`src/rtl/expr_pkg.sv`:
```
// Shared definitions for the expression evaluator: FSM state encoding,
// ASCII character constants and character-class helpers.
// Combinational only; no latency or flow control of its own.
package expr_pkg;

    typedef enum logic [2:0] {
        S_START   = 3'd0,
        S_OPND    = 3'd1,
        S_OPER    = 3'd2,
        S_LPAR    = 3'd3,
        S_IN_OPND = 3'd4,
        S_IN_OPER = 3'd5,
        S_ERR     = 3'd6
    } state_t;

    localparam logic [7:0] CH_0    = 8'h30;  // '0'
    localparam logic [7:0] CH_9    = 8'h39;  // '9'
    localparam logic [7:0] CH_PLUS = 8'h2B;  // '+'
    localparam logic [7:0] CH_STAR = 8'h2A;  // '*'
    localparam logic [7:0] CH_LPAR = 8'h28;  // '('
    localparam logic [7:0] CH_RPAR = 8'h29;  // ')'

    function automatic logic is_digit(input logic [7:0] c);
        return (c >= CH_0) && (c <= CH_9);
    endfunction

    function automatic logic is_op(input logic [7:0] c);
        return (c == CH_PLUS) || (c == CH_STAR);
    endfunction

endpackage

```
`src/rtl/expr_acc.sv`:
```
// One sum/product accumulator level (sum, prod) for the evaluator.
// Latency: state updates on the next edge; sum_nxt/prod_nxt expose the pending values combinationally.
// Backpressure: none, every asserted control is applied in the cycle it is seen.
//
// Ports: clk, clr_n (async active-low); init / opnd (with val) / plus controls,
// at most one active per cycle (init wins, then opnd, then plus);
// sum, prod registered state; sum_nxt, prod_nxt next-state values;
// ovf: this cycle's operation exceeded W bits (only built with EXPR_EVAL_OVF_EN).
module expr_acc #(
    parameter int W = 16
) (
    input  logic         clk,
    input  logic         clr_n,
    input  logic         init,
    input  logic         opnd,
    input  logic [W-1:0] val,
    input  logic         plus,
    output logic [W-1:0] sum,
    output logic [W-1:0] prod,
    output logic [W-1:0] sum_nxt,
    output logic [W-1:0] prod_nxt,
    output logic         ovf
);

    logic [W-1:0] mul_w;
    logic [W-1:0] add_w;

`ifdef EXPR_EVAL_OVF_EN
    logic [2*W-1:0] mul_full;
    logic [W:0]     add_full;

    assign mul_full = (2*W)'(prod) * (2*W)'(val);
    assign add_full = (W+1)'(sum) + (W+1)'(prod);
    assign mul_w    = mul_full[W-1:0];
    assign add_w    = add_full[W-1:0];
    // Only the operation actually being applied can flag overflow.
    assign ovf      = !init && ((opnd && (|mul_full[2*W-1:W])) ||
                                (!opnd && plus && add_full[W]));
`else
    assign mul_w = prod * val;
    assign add_w = sum + prod;
    assign ovf   = 1'b0;
`endif

    always_comb begin
        sum_nxt  = sum;
        prod_nxt = prod;
        if (init) begin
            sum_nxt  = '0;
            prod_nxt = W'(1);
        end else if (opnd) begin
            prod_nxt = mul_w;
        end else if (plus) begin
            // Close the current product term into the running sum.
            sum_nxt  = add_w;
            prod_nxt = W'(1);
        end
    end

    always_ff @(posedge clk or negedge clr_n) begin
        if (!clr_n) begin
            sum  <= '0;
            prod <= W'(1);
        end else begin
            sum  <= sum_nxt;
            prod <= prod_nxt;
        end
    end

endmodule

```
`src/rtl/expr_eval.sv`:
```
// Evaluates the integer value of a '+'/'*' expression stream (one level of parentheses).
// Latency: 1 cycle, a character accepted at edge n shows in the outputs after edge n.
// Backpressure: none, every character with in_valid high is consumed.
//
// Ports: clk, clr_n (async active-low); in / in_valid character input;
// result / result_valid value of the current complete prefix; err sticky grammar
// error; ovf sticky arithmetic overflow, built only when EXPR_EVAL_OVF_EN is
// defined (tied to 0 otherwise).
module expr_eval
    import expr_pkg::*;
#(
    parameter int W = 16
) (
    input  logic         clk,
    input  logic         clr_n,
    input  logic [7:0]   in,
    input  logic         in_valid,
    output logic [W-1:0] result,
    output logic         result_valid,
    output logic         err,
    output logic         ovf
);

    state_t       state;
    state_t       nxt;

    logic         c_digit;
    logic         c_op;
    logic         c_plus;
    logic [W-1:0] dval;

    // Accumulator controls
    logic         o_opnd, o_plus;
    logic         i_init, i_opnd, i_plus;
    logic [W-1:0] o_val;
    logic         dig_app;    // a digit is being applied as an operand
    logic         rpar_app;   // ')' folds the inner value into the outer level

    logic [W-1:0] o_sum, o_prod, o_sum_nxt, o_prod_nxt;
    logic [W-1:0] i_sum, i_prod, i_sum_nxt, i_prod_nxt;
    logic         o_ovf, i_ovf;

    logic [W:0]   rpar_full;
    logic [W:0]   res_full;

    assign c_digit = is_digit(in);
    assign c_op    = is_op(in);
    assign c_plus  = (in == CH_PLUS);
    // For '0'..'9' the low nibble is exactly the digit value.
    assign dval    = W'(in[3:0]);

    assign rpar_full = (W+1)'(i_sum) + (W+1)'(i_prod);
    assign res_full  = (W+1)'(o_sum_nxt) + (W+1)'(o_prod_nxt);

    // Next-state and accumulator control decode.
    always_comb begin
        nxt      = state;
        o_opnd   = 1'b0;
        o_plus   = 1'b0;
        i_init   = 1'b0;
        i_opnd   = 1'b0;
        i_plus   = 1'b0;
        o_val    = dval;
        dig_app  = 1'b0;
        rpar_app = 1'b0;
        if (in_valid) begin
            case (state)
                S_START, S_OPER: begin
                    if (c_digit) begin
                        nxt     = S_OPND;
                        o_opnd  = 1'b1;
                        dig_app = 1'b1;
                    end else if (in == CH_LPAR) begin
                        nxt    = S_LPAR;
                        i_init = 1'b1;
                    end else begin
                        nxt = S_ERR;
                    end
                end
                S_OPND: begin
                    if (c_op) begin
                        nxt    = S_OPER;
                        o_plus = c_plus;
                    end else begin
                        nxt = S_ERR;
                    end
                end
                S_LPAR, S_IN_OPER: begin
                    // Empty "()" and nested '(' both land in S_ERR here.
                    if (c_digit) begin
                        nxt     = S_IN_OPND;
                        i_opnd  = 1'b1;
                        dig_app = 1'b1;
                    end else begin
                        nxt = S_ERR;
                    end
                end
                S_IN_OPND: begin
                    if (c_op) begin
                        nxt    = S_IN_OPER;
                        i_plus = c_plus;
                    end else if (in == CH_RPAR) begin
                        nxt      = S_OPND;
                        o_opnd   = 1'b1;
                        o_val    = rpar_full[W-1:0];
                        rpar_app = 1'b1;
                    end else begin
                        nxt = S_ERR;
                    end
                end
                default: nxt = S_ERR;
            endcase
        end
    end

    expr_acc #(.W(W)) u_outer (
        .clk      (clk),
        .clr_n    (clr_n),
        .init     (1'b0),
        .opnd     (o_opnd),
        .val      (o_val),
        .plus     (o_plus),
        .sum      (o_sum),
        .prod     (o_prod),
        .sum_nxt  (o_sum_nxt),
        .prod_nxt (o_prod_nxt),
        .ovf      (o_ovf)
    );

    expr_acc #(.W(W)) u_inner (
        .clk      (clk),
        .clr_n    (clr_n),
        .init     (i_init),
        .opnd     (i_opnd),
        .val      (dval),
        .plus     (i_plus),
        .sum      (i_sum),
        .prod     (i_prod),
        .sum_nxt  (i_sum_nxt),
        .prod_nxt (i_prod_nxt),
        .ovf      (i_ovf)
    );

    // FSM state and registered outputs.
    always_ff @(posedge clk or negedge clr_n) begin
        if (!clr_n) begin
            state        <= S_START;
            result       <= '0;
            result_valid <= 1'b0;
            err          <= 1'b0;
        end else if (in_valid) begin
            state <= nxt;
            if (nxt == S_OPND) begin
                result       <= res_full[W-1:0];
                result_valid <= 1'b1;
            end else if (nxt == S_ERR) begin
                result       <= '0;
                result_valid <= 1'b0;
                err          <= 1'b1;
            end else begin
                // result keeps the last complete prefix value
                result_valid <= 1'b0;
            end
        end
    end

    // The inner next-state values are consumed inside the accumulator only.
    logic acc_unused;
    assign acc_unused = ^{i_sum_nxt, i_prod_nxt};

`ifdef EXPR_EVAL_OVF_EN
    localparam logic NARROW = (W < 4);

    logic ovf_q;
    logic ovf_evt;

    assign ovf_evt = o_ovf | i_ovf | (dig_app & NARROW) |
                     (rpar_app & rpar_full[W]) |
                     ((nxt == S_OPND) & res_full[W]);

    always_ff @(posedge clk or negedge clr_n) begin
        if (!clr_n) begin
            ovf_q <= 1'b0;
        end else if (in_valid && ovf_evt) begin
            ovf_q <= 1'b1;
        end
    end

    assign ovf = ovf_q;
`else
    logic ovf_unused;
    assign ovf_unused = o_ovf | i_ovf | dig_app | rpar_app | rpar_full[W] | res_full[W];
    assign ovf        = 1'b0;
`endif

endmodule

```
`config.mk`:
```
export PLATFORM = sky130hd
export DESIGN_NAME = expr_eval
export DESIGN_NICKNAME = d
export VERILOG_FILES = /design/src/rtl/expr_pkg.sv /design/src/rtl/expr_acc.sv /design/src/rtl/expr_eval.sv
export SDC_FILE = /design/constraint.sdc
export NUM_CORES = 1
export LEC_CHECK = 0
export ABC_AREA = 1
export BUFFER_PORTS_ARGS = -buffer_cell sky130_fd_sc_hd__buf_2
export CORE_UTILIZATION = 40
export CTS_BUF_LIST = sky130_fd_sc_hd__clkbuf_8
export DETAILED_ROUTE_END_ITERATION = 10
export GPL_TIMING_DRIVEN = 0
export PLACE_DENSITY = 0.58
export SYNTH_ARGS = -nofsm -noshare
export SYNTH_HDL_FRONTEND = slang
export SYNTH_HIERARCHICAL = 1
export SYNTH_SLANG_ARGS = --single-unit
```
`constraint.sdc`:
```
create_clock -name clk -period 6.7 [get_ports clk]
set_clock_uncertainty 0.1 [all_clocks]
set_input_delay 0.67 -clock clk [delete_from_list [all_inputs] [get_ports clk]]
set_output_delay 0.67 -clock clk [all_outputs]
set_load 0.02 [all_outputs]
```
Word level (Yosys, flattened, before mapping)
Index checks and enable logic that the tools add are counted.

storage, ports and cells
  flip-flop bits (word level) = 85
  input bits = 11
  output and inout bits = 19
  logic and storage cells = 81

cells by class
  $add $sub $neg = 4
  multiply operators = 2
  order comparisons = 2
  equality and inequality tests = 12
  muxes and demuxes = 41
  bitwise gates (word level) = 1
  reduce and logical (&&, ||, !) cells = 11

operator list
  kind                                                             count
  2-to-1 mux 16 bit                                                16
  adder 16 bit                                                     4
  equality test 8 x 6 -> 1 bit (second input constant)             4
  2-to-1 mux 3 bit                                                 6
  multiplier 16 x 16 -> 16 bit                                     1
  multiplier 16 x 4 -> 16 bit                                      1
  2-to-1 mux 1 bit                                                 16
  case mux 3 bit (4 select lines)                                  1
  equality test 3 bit (second input constant)                      3
  >= comparator 8 x 6 -> 1 bit (second input constant)             1
  less-or-equal comparator 8 x 6 -> 1 bit (second input constant)  1
  equality test 3 x 1 -> 1 bit (second input constant)             2
  equality test 3 x 2 -> 1 bit (second input constant)             2
  AND reduction 2 bit                                              2
  nonzero test 2 bit                                               2
  OR reduction 2 bit                                               2
  zero test 3 bit                                                  1
  AND reduction 3 bit                                              1
  nonzero test 3 bit                                               1
  2-to-1 mux 2 bit                                                 1
  inequality test 2 bit (second input constant)                    1
  case mux 1 bit (2 select lines)                                  1
  logical AND 1 bit                                                1
  logical OR 1 bit                                                 1
  inverter 1 bit                                                   1

Longest topological paths before layout
Gate-level depths: netlist of run 1.

  depth after elaboration = 9
  depth in mapped cells = 42
  depth with buffers taken out = 41

Modules after synthesis
Netlist of run 1, hierarchy kept.

by module, submodules not included
  module               times used  cells each  area an instance (um^2)  seq. area each (um^2)
  expr_acc at u_outer  1           903         6,364.9                  802.0
  expr_acc at u_inner  1           902         6,292.3                  802.0
  expr_eval            1           421         2,752.6                  525.5

Worst setup path before layout of run 1
Ideal clock, no wire load.

  path type = register to register
  start = register u_inner.prod[0]
  end = register result[15]
  arrival time = 7.195 ns
  setup slack = -0.713 ns
  cell stages (with the launch flop) = 33
  buffers on the path = 1
  cells stage by stage = dfstp_2 ha_1 inv_1 fa_1 xor2_1 o21ai_0 clkbuf_1 nand2_1 fa_1 fa_1 fa_1 fa_1 inv_1 fa_1 inv_1 fa_1 inv_1 ha_1 inv_1 nor4_1 nand3_1 nand4_1 o21ai_0 o211ai_1 inv_1 ha_1 inv_1 nor3_1 nand3_1 nand2_1 nand2_1 nand3_1 nand2_1

between the ends
  word-level cells in the longest chain between the ends = 9

ends and longest elaborated chain
  element                       line              source
  start: declaration            expr_acc.sv:19    output logic [W-1:0] prod,
  start signal: assignment      expr_acc.sv:66    prod <= prod_nxt;
  adder 16 bit                  expr_eval.sv:52   assign rpar_full = (W+1)'(i_sum) + (W+1)'(i_prod);
  2-to-1 mux 16 bit             expr_eval.sv:102  end else if (in == CH_RPAR) begin
  2-to-1 mux 16 bit             expr_eval.sv:99   if (c_op) begin
  2-to-1 mux 16 bit             expr_eval.sv:67   case (state)
  2-to-1 mux 16 bit             expr_eval.sv:66   if (in_valid) begin
  via o_val[2]                  expr_eval.sv:35   logic [W-1:0] o_val;
  multiplier 16 x 16 -> 16 bit  expr_acc.sv:40    assign mul_w = prod * val;
  2-to-1 mux 16 bit             expr_acc.sv:51    end else if (opnd) begin
  via o_prod_nxt[14]            expr_eval.sv:39   logic [W-1:0] o_sum, o_prod, o_sum_nxt, o_prod_nxt;
  adder 16 bit                  expr_eval.sv:53   assign res_full = (W+1)'(o_sum_nxt) + (W+1)'(o_prod_nxt);
  2-to-1 mux 16 bit             expr_eval.sv:153  if (nxt == S_OPND) begin
  end signal: assignment        expr_eval.sv:154  result <= res_full[W-1:0];
  end: declaration              expr_eval.sv:18   output logic [W-1:0] result,

The timed path passes the listed nets, and every way through them passes these cells.
A chain may end at the register's enable or synchronous reset.

Worst setup path in the final report of run 1
Ends and elaborated chain as after synthesis.

==> flow_metrics.tcl, run 1 <==
set metrics [dict create \
    status "finished, violations left" \
    violations "negative setup slack" \
    antenna_cells 0 \
    postLayoutCoreUtil_pct 47.1 \
    globalplace.congestion 0.873 \
    cpPeakStageDelay_ns 0.66 \
    wl_per_cell_um 15.0 \
    hold_viol_final 0 \
    vias 13826 \
    final_common_cell "nand2_1" \
    cts_root_buffer "clkbuf_8" \
    max_freq_mhz 132 \
    numCtsBuffers 9 \
    period_share_pct 113 \
    fp.dieArea_um2 39300 \
    endpoint_kind "flip-flop" \
    cp.buffers_inverters 7 \
    drtIter0Drc 881 \
    die_w_um 198 \
    cp_num_cells 35 \
    crit_start "u_inner/prod[0]" \
    drc 0 \
    hpwl_um 33800 \
    grt_overflow_total 0 \
    viasPerCell 4.85 \
    final_net_count 2668 \
    final_cell_mix "nand2_1, inv_1, fa_1" \
    cp_slowest_cell "dfstp_4" \
    postLayoutCellArea_um2 17800 \
    clk_latency_ns 0.38 \
    p_leak_uw 0.0104 \
    grt_pass1_vias 13911 \
    grt_max_degree 61 \
    synth_cells 2222 \
    endpoint "result[15]" \
    yosysWarnings 6 \
    worst_slew_pin_slew_ns 1.32 \
    path_delay_family "adder cells" \
    arrival_ns 7.73 \
    grt_first_pass_wirelength_um 70100 \
    rr_worst_depth 35 \
    cp_max_fo 6 \
    fin_crit_ns 7.55 \
    rsz0062_at_grt "yes" \
    ant_nets 0 \
    clock_path_buffers 2 \
    p_per_area_nw_per_um2 84.1 \
    grt_usage_pct 22.8 \
    synthesis.area_um2 15400 \
    timing.rr.start "u_inner/prod[0]" \
    syn_to_final_growth_pct 15.5 \
    layout_setup_ws_ns -0.851 \
    rows 71 \
    antenna_found_initial 0 \
    die_height_um 198 \
    ctsHtreeMaxLevel 3 \
    firstDrtPassIters 6 \
    start_kind "flip-flop" \
    crit_required_ns 6.88 \
    ctsHoldBuffers 0 \
    r2r_slack_ns -0.85 \
    hp-class "in -> async" \
    drive_gt1_share_pct 14.4 \
    dp.cells 2797 \
    routed_wl_um 42700 \
    ios 30 \
    slew_headroom_pct 11.1 \
    crit_top_cell "fa_1" \
    syn_avg_cell_area_um2 6.92 \
    final_cells 2851 \
    clock-sinks 85 \
    r2r-end "result[15]" \
    slew_violations 0 \
    start_util_pct 40.8 \
    peakVddDrop_v 0.0000958 \
    coreArea_um2 37800 \
    clkTransAtPathRegs_ns 0.10 \
    cts_tree "built" \
    placed_area_um2 16500 \
    maxCapViolations 0 \
    final-setup-viol-count 9 \
    path_class "reg -> reg" \
    power_uw 1490 \
    portBuffers 27 \
]
[where the power goes]
part           internal [uW]  switching, uW  total, uW  leakage, uW
Combinational            175            335        511      0.00913
Sequential               528           26.4        554      0.00115
Clock                    216            213        429     0.000112
Total                    919            575       1490       0.0104
[worst reg2reg max path: cells and delay by family, from the launching register on]
| kind | cells | cell delay, ns |
|---|---|---|
| simple gates | 8 | 0.85 |
| compound gates | 10 | 1.30 |
| flops | 1 | 0.66 |
| fa+ha+maj | 10 | 3.91 |
| buf+inv | 7 | 0.66 |
[stage by stage]
stage | TNS (ns) | worst slack, ns | hold slack, ns
2_1_floorplan | -0.634 | -0.175 | 0.274
5_1_grt | -6.78 | -1.14 | 0.111
3_3_place_gp | -11.07 | -1.43 | 0.347
3_5_place_dp | -11.18 | -1.47 | 0.355
6_report | -3.99 | -0.851 | 0.0982
4_1_cts | -3.64 | -0.769 | 0.0883
[sequential cells by signal, summed over array words and instances, names as in the netlist]
register and cells:
u_outer/sum 16, u_outer/prod 16, u_inner/sum 16, u_inner/prod 16
err 1, result 16, result_valid 1, state 3
[final cells by class]
class | count | area, um^2
Buffer | 63 | 389
Inverter | 555 | 2100
Fill cell | 3819 | 20000
Sequential cell | 85 | 2140
Tap cell | 511 | 639
Clock buffer | 9 | 124
Multi-Input combinational cell | 1555 | 11800
Clock inverter | 7 | 105
Timing Repair Buffer | 66 | 498
[what timing repair did]
action / in CTS / in global routing
cloned: 2 / 1
pin swaps: 50 / 66
buffers inserted: 18 / 18
gates resized for setup: 93 / 85
endpoints found under the setup margin: 14 / 13
[per-layer routing]
layer	global-route usage, %	vias up	part of all wire (%)
met5	0	-	0
met4	6.98	0	2.7
met3	1.99	64	4.3
met2	37.9	317	46
met1	31.4	6506	47
li1	-	6939	-
[worst min path at each step]
stage	start	endpoint	slack, ns
final	clr_n	u_outer/sum[3]	0.1
after detailed placement	err	err	0.36
after CTS	clr_n	u_outer/sum[3]	0.09
after floorplan	clr_n	err	0.27
after global routing	clr_n	u_outer/sum[3]	0.11
after global placement	err	err	0.35
Power figures use the tool's default switching activity.
==> run 2: changes to the inputs <==
==> constraint.sdc (replaced) <==
create_clock -name clk -period 6.7 [get_ports clk]
set_clock_uncertainty 0.1 [all_clocks]
set_input_delay 0.67 -clock clk [delete_from_list [all_inputs] [get_ports clk]]
set_output_delay 0.67 -clock clk [all_outputs]
set_load 0.1 [all_outputs]
==> run 2 against run 1 <==
  * Critical path depth unchanged
  * The run still ends with negative setup slack left
  * Final cell count down 0.11%
  * Total power up 0.90%
  * Utilization down 0.59 points
  * Via count up 0.38%
  * Clock-buffer cell count unchanged
  * Critical endpoint unchanged
  * Register-to-register slack better by 0.14 ns
  * Maximum frequency up 1.9%
  * Worst hold slack better by 0.013 ns
  * Non-clock buffer count down 4
  * Routed wire length down 0.19%
==> flow_metrics.tcl, run 2 (synthesis results as in run 1) <==
set metrics [dict create \
    status "finished, violations left" \
    violations "negative setup slack" \
    crit_required_ns 6.87 \
    final_cells 2848 \
    nFillCells 3850 \
    layout_setup_ws_ns -0.710 \
    slew_headroom_pct 3.63 \
    clock_path_buffers 2 \
    dp.cells 2797 \
    coreArea_um2 37800 \
    firstDrtPassIters 7 \
    portBuffers 27 \
    die_height_um 198 \
    fp.dieArea_um2 39300 \
    worst_slew_pin_slew_ns 1.43 \
    p_per_area_nw_per_um2 85.9 \
    final_common_cell "nand2_1" \
    drive_gt1_share_pct 13.3 \
    grt_pass1_vias 13965 \
    cts_root_buffer "clkbuf_8" \
    rsz0062_at_grt "yes" \
    grt_first_pass_wirelength_um 70500 \
    rows 71 \
    max_freq_mhz 135 \
    ctsHtreeMaxLevel 3 \
    start_kind "flip-flop" \
    seqCellArea_um2 2140 \
    multi_input_area_um2 11600 \
    hold_viol_final 0 \
    arrival_ns 7.58 \
    routed_wl_um 42700 \
    grt_max_degree 58 \
    final_net_count 2665 \
    cp.buffers_inverters 9 \
    drtIter0Drc 899 \
    start_util_pct 40.8 \
    path_class "reg -> reg" \
    vias 13878 \
    die_w_um 198 \
    grt_usage_pct 23.0 \
    cp_slowest_cell "dfstp_4" \
    clock-sinks 85 \
    postLayoutCoreUtil_pct 46.5 \
    slew_violations 0 \
    cts_tree "built" \
    globalplace.congestion 0.880 \
    ctsHoldBuffers 0 \
    p_leak_uw 0.0103 \
    fin_crit_ns 7.41 \
    clkTransAtPathRegs_ns 0.10 \
    peakVddDrop_v 0.000138 \
    grt_overflow_total 0 \
    wl_per_cell_um 15.0 \
    syn_to_final_growth_pct 14.0 \
    final_cell_mix "nand2_1, inv_1, fa_1" \
    ios 30 \
    r2r_slack_ns -0.71 \
    hp-class "in -> async" \
    maxCapViolations 0 \
    drc 0 \
    cpPeakStageDelay_ns 0.64 \
    clk_latency_ns 0.38 \
    endpoint_kind "flip-flop" \
    antenna_found_initial 0 \
    period_share_pct 111 \
    crit_top_cell "fa_1" \
    cp_max_fo 5 \
    path_delay_family "adder cells" \
    ant_nets 0 \
    antenna_cells 0 \
    viasPerCell 4.87 \
    final-setup-viol-count 7 \
    hpwl_um 33700 \
    numCtsBuffers 9 \
]
==> run 2: cell types whose count changed in the layout (fill, tap and decap cells not counted), moves of 3 or more <==
cell     before  now
a21oi_2      13   18
inv_1       502  507
nand2_1     593  601
nand3_1     110  119
xor2_1       23   26
inv_2        43   37
nand3_2      24   15
nand2_2      33   27
a21oi_4      12    9
==> run 2: cell type report <==
cell class,count,area share (%)
buffer,62,2.15
clock buffer,9,0.706
clock inverter,7,0.599
inverter,555,12.0
multi-input combinational,1556,66.3
sequential,85,12.2
tap,511,3.64
timing repair buffer,63,2.46
==> run 2: through the flow <==
step                setup WS (ns)  power (uW)  setup TNS (ns)  cell area (um^2)  hold slack [ns]
floorplan                  -0.176         916          -0.474             15700            0.274
global placement            -1.38        1040          -10.59             16500            0.348
detailed placement          -1.39        1050          -10.87             16500            0.352
CTS                        -0.672        1510           -3.22             17300            0.110
global route               -0.976        1610           -5.43             17500            0.125
finish                     -0.710        1510           -2.95             17500            0.111
==> run 2: final timing paths <==
path,startpoint,endpoint,cells past startpoint
min reg2reg,err,err,2
max reg2reg,u_inner/prod[0],result[15],35
max,u_inner/prod[0],result[15],35
max in group asynchronous,clr_n,u_inner/prod[0],2
min,clr_n,u_outer/sum[15],1
min in group clk,err,err,2
==> run 2: power by group <==
| part | leakage (uW) | total (uW) | switching [uW] | internal [uW] |
|---|---|---|---|---|
| Clock | 0.000112 | 435 | 219 | 216 |
| Combinational | 0.00901 | 519 | 344 | 175 |
| Sequential | 0.00115 | 554 | 26.2 | 528 |
| Total | 0.0103 | 1510 | 589 | 919 |
==> run 2: what timing repair did <==
item,CTS,global route
setup endpoints to repair,14,12
setup buffers,17,18
endpoints found under the hold margin,0,0
pin swaps,28,33
gates cloned,2,0
resized for setup,90,50
==> run 2: metal layers <==
metal | routed length (um) | track usage, %
met5 | 0 | 0
met4 | 1210 | 7.90
met3 | 2290 | 2.49
met2 | 19100 | 37.3
met1 | 20100 | 31.6
==> run 3: changes to the inputs <==
--- a/config.mk
+++ b/config.mk
@@ -11,7 +11,6 @@
 export CTS_BUF_LIST = sky130_fd_sc_hd__clkbuf_8
 export DETAILED_ROUTE_END_ITERATION = 10
 export GPL_TIMING_DRIVEN = 0
-export PLACE_DENSITY = 0.58
 export SYNTH_ARGS = -nofsm -noshare
 export SYNTH_HDL_FRONTEND = slang
 export SYNTH_HIERARCHICAL = 1
==> run 3 against run 2 <==
  * The run still ends with negative setup slack left
  * Sequential power is essentially flat
  * Largest cell class unchanged
  * First-iteration DRC count shrank 2.3%
  * Register-to-register slack is essentially flat
  * Worst hold slack lost 0.021 ns
  * Highest routed layer unchanged
  * Combinational power is essentially flat
==> flow_metrics.tcl, run 3 (synthesis results as in run 1) <==
set metrics [dict create \
    grt_max_degree 61 \
    portBuffers 27 \
    antenna_found_initial 0 \
    crit_required_ns 6.87 \
    grt_overflow_total 0 \
    cts_tree "built" \
    clock_path_buffers 2 \
    crit_top_cell "inv_2" \
    clkTransAtPathRegs_ns 0.09 \
    worst_slew_pin_slew_ns 1.17 \
    multi_input_area_um2 11700 \
    dp_worst_setup_slack_ns -1.39 \
    start_kind "flip-flop" \
    coreArea_um2 37800 \
    clk_latency_ns 0.38 \
    drive_gt1_share_pct 14.2 \
    final-setup-viol-count 7 \
    max_freq_mhz 135 \
    peakVddDrop_v 0.000103 \
    layout_setup_ws_ns -0.719 \
    timing.rr.start "u_inner/prod[0]" \
    syn_to_final_growth_pct 14.8 \
    fin_crit_ns 7.42 \
    drc 0 \
    seqCellArea_um2 2140 \
    p_per_area_nw_per_um2 80.7 \
    start_util_pct 40.8 \
    vias 13901 \
    firstDrtPassIters 6 \
    wl_per_cell_um 14.7 \
    slew_violations 0 \
    ctsHtreeMaxLevel 3 \
    hp-class "in -> async" \
    clock-sinks 85 \
    hold_viol_final 0 \
    rr_worst_depth 36 \
    final_net_count 2674 \
    final_cell_mix "nand2_1, inv_1, fa_1" \
    r2r-end "result[12]" \
    violations "negative setup slack" \
    slew_headroom_pct 21.0 \
    fp.dieArea_um2 39300 \
    viasPerCell 4.87 \
    grt_usage_pct 22.7 \
    maxCapViolations 0 \
    cp_max_fo 4 \
    rows 71 \
    endpoint_kind "flip-flop" \
    ctsHoldBuffers 0 \
    routed_wl_um 42000 \
    cts_root_buffer "clkbuf_8" \
    hpwl_um 33400 \
    status "finished, violations left" \
    arrival_ns 7.59 \
    die_w_um 198 \
    numCtsBuffers 9 \
    drtIter0Drc 878 \
    r2r_slack_ns -0.72 \
    grt_first_pass_wirelength_um 70100 \
    ios 30 \
    period_share_pct 111 \
    die_height_um 198 \
    cpPeakStageDelay_ns 0.65 \
    grt_pass1_vias 14051 \
    placed_area_um2 16500 \
    nFillCells 3811 \
    cp_slowest_cell "dfstp_4" \
    postLayoutCellArea_um2 17700 \
    final_common_cell "nand2_1" \
    rsz0062_at_grt "yes" \
    antenna_cells 0 \
    p_leak_uw 0.0103 \
    postLayoutCoreUtil_pct 46.8 \
    globalplace.congestion 0.869 \
    ant_nets 0 \
    crit_start "u_inner/prod[0]" \
    path_class "reg -> reg" \
]
run 3: cell count changes in the layout (fill, tap and decap cells not counted), moves of 4 or more:
cell | before | now
inv_2 | 37 | 43
ha_4 | 20 | 24
inv_1 | 507 | 501
buf_4 | 46 | 56
run 3: worst max-delay path: cells and delay by family (launching register included):
family	cells	cell delay (ns)
adder cells (fa/ha/maj)	10	3.72
flip-flops	1	0.65
AO/OA/AOI/OAI	8	1.21
AND/OR/NAND/NOR	6	0.62
XOR/XNOR	1	0.16
buffers and inverters	11	0.82
run 3: power breakdown:
part	switching (uW)	total [uW]	internal [uW]
registers	25.6	554	528
clock network	208	355	147
logic	341	516	175
run 3: area by class of cell:
class                           instances  area share [%]
Buffer                                 62            2.10
Inverter                              555            11.9
Clock buffer                           10           0.779
Clock inverter                          6           0.262
Sequential cell                        85            12.1
Tap cell                              511            3.62
Timing Repair Buffer                   73            2.93
Multi-Input combinational cell       1555            66.3
run 3: repair_timing:
action / CTS / global route
endpoints found under the setup margin: 14 / 13
pin swaps: 58 / 43
resized for setup: 93 / 66
buffers inserted: 24 / 21
cloned: 1 / 0
run 3: per-layer routing:
| metal | part of all wire, % | wire length (um) | track usage, % | vias up |
|---|---|---|---|---|
| li1 | - | - | - | 6934 |
| met1 | 47 | 19700 | 31.1 | 6612 |
| met2 | 46 | 19500 | 38.1 | 317 |
| met3 | 4.9 | 2070 | 2.42 | 38 |
| met4 | 1.6 | 689 | 5.20 | 0 |
| met5 | 0 | 0 | 0 | - |
run 3: worst max path at each step:
stage	end	cells after the start
after floorplan	result[15]	35
after global placement	result[12]	33
after detailed placement	result[12]	33
after CTS	result[15]	36
after global routing	result[13]	40
final	result[12]	36
run 3: through the flow:
step	hold slack (ns)	power (uW)	TNS (ns)	instances
2_1_floorplan	0.274	916	-0.474	2258
3_3_place_gp	0.349	1040	-10.38	2796
3_5_place_dp	0.353	1050	-11.27	2797
4_1_cts	0.0955	1420	-3.41	2837
5_1_grt	0.111	1530	-6.36	2857
6_report	0.0902	1420	-3.68	2857
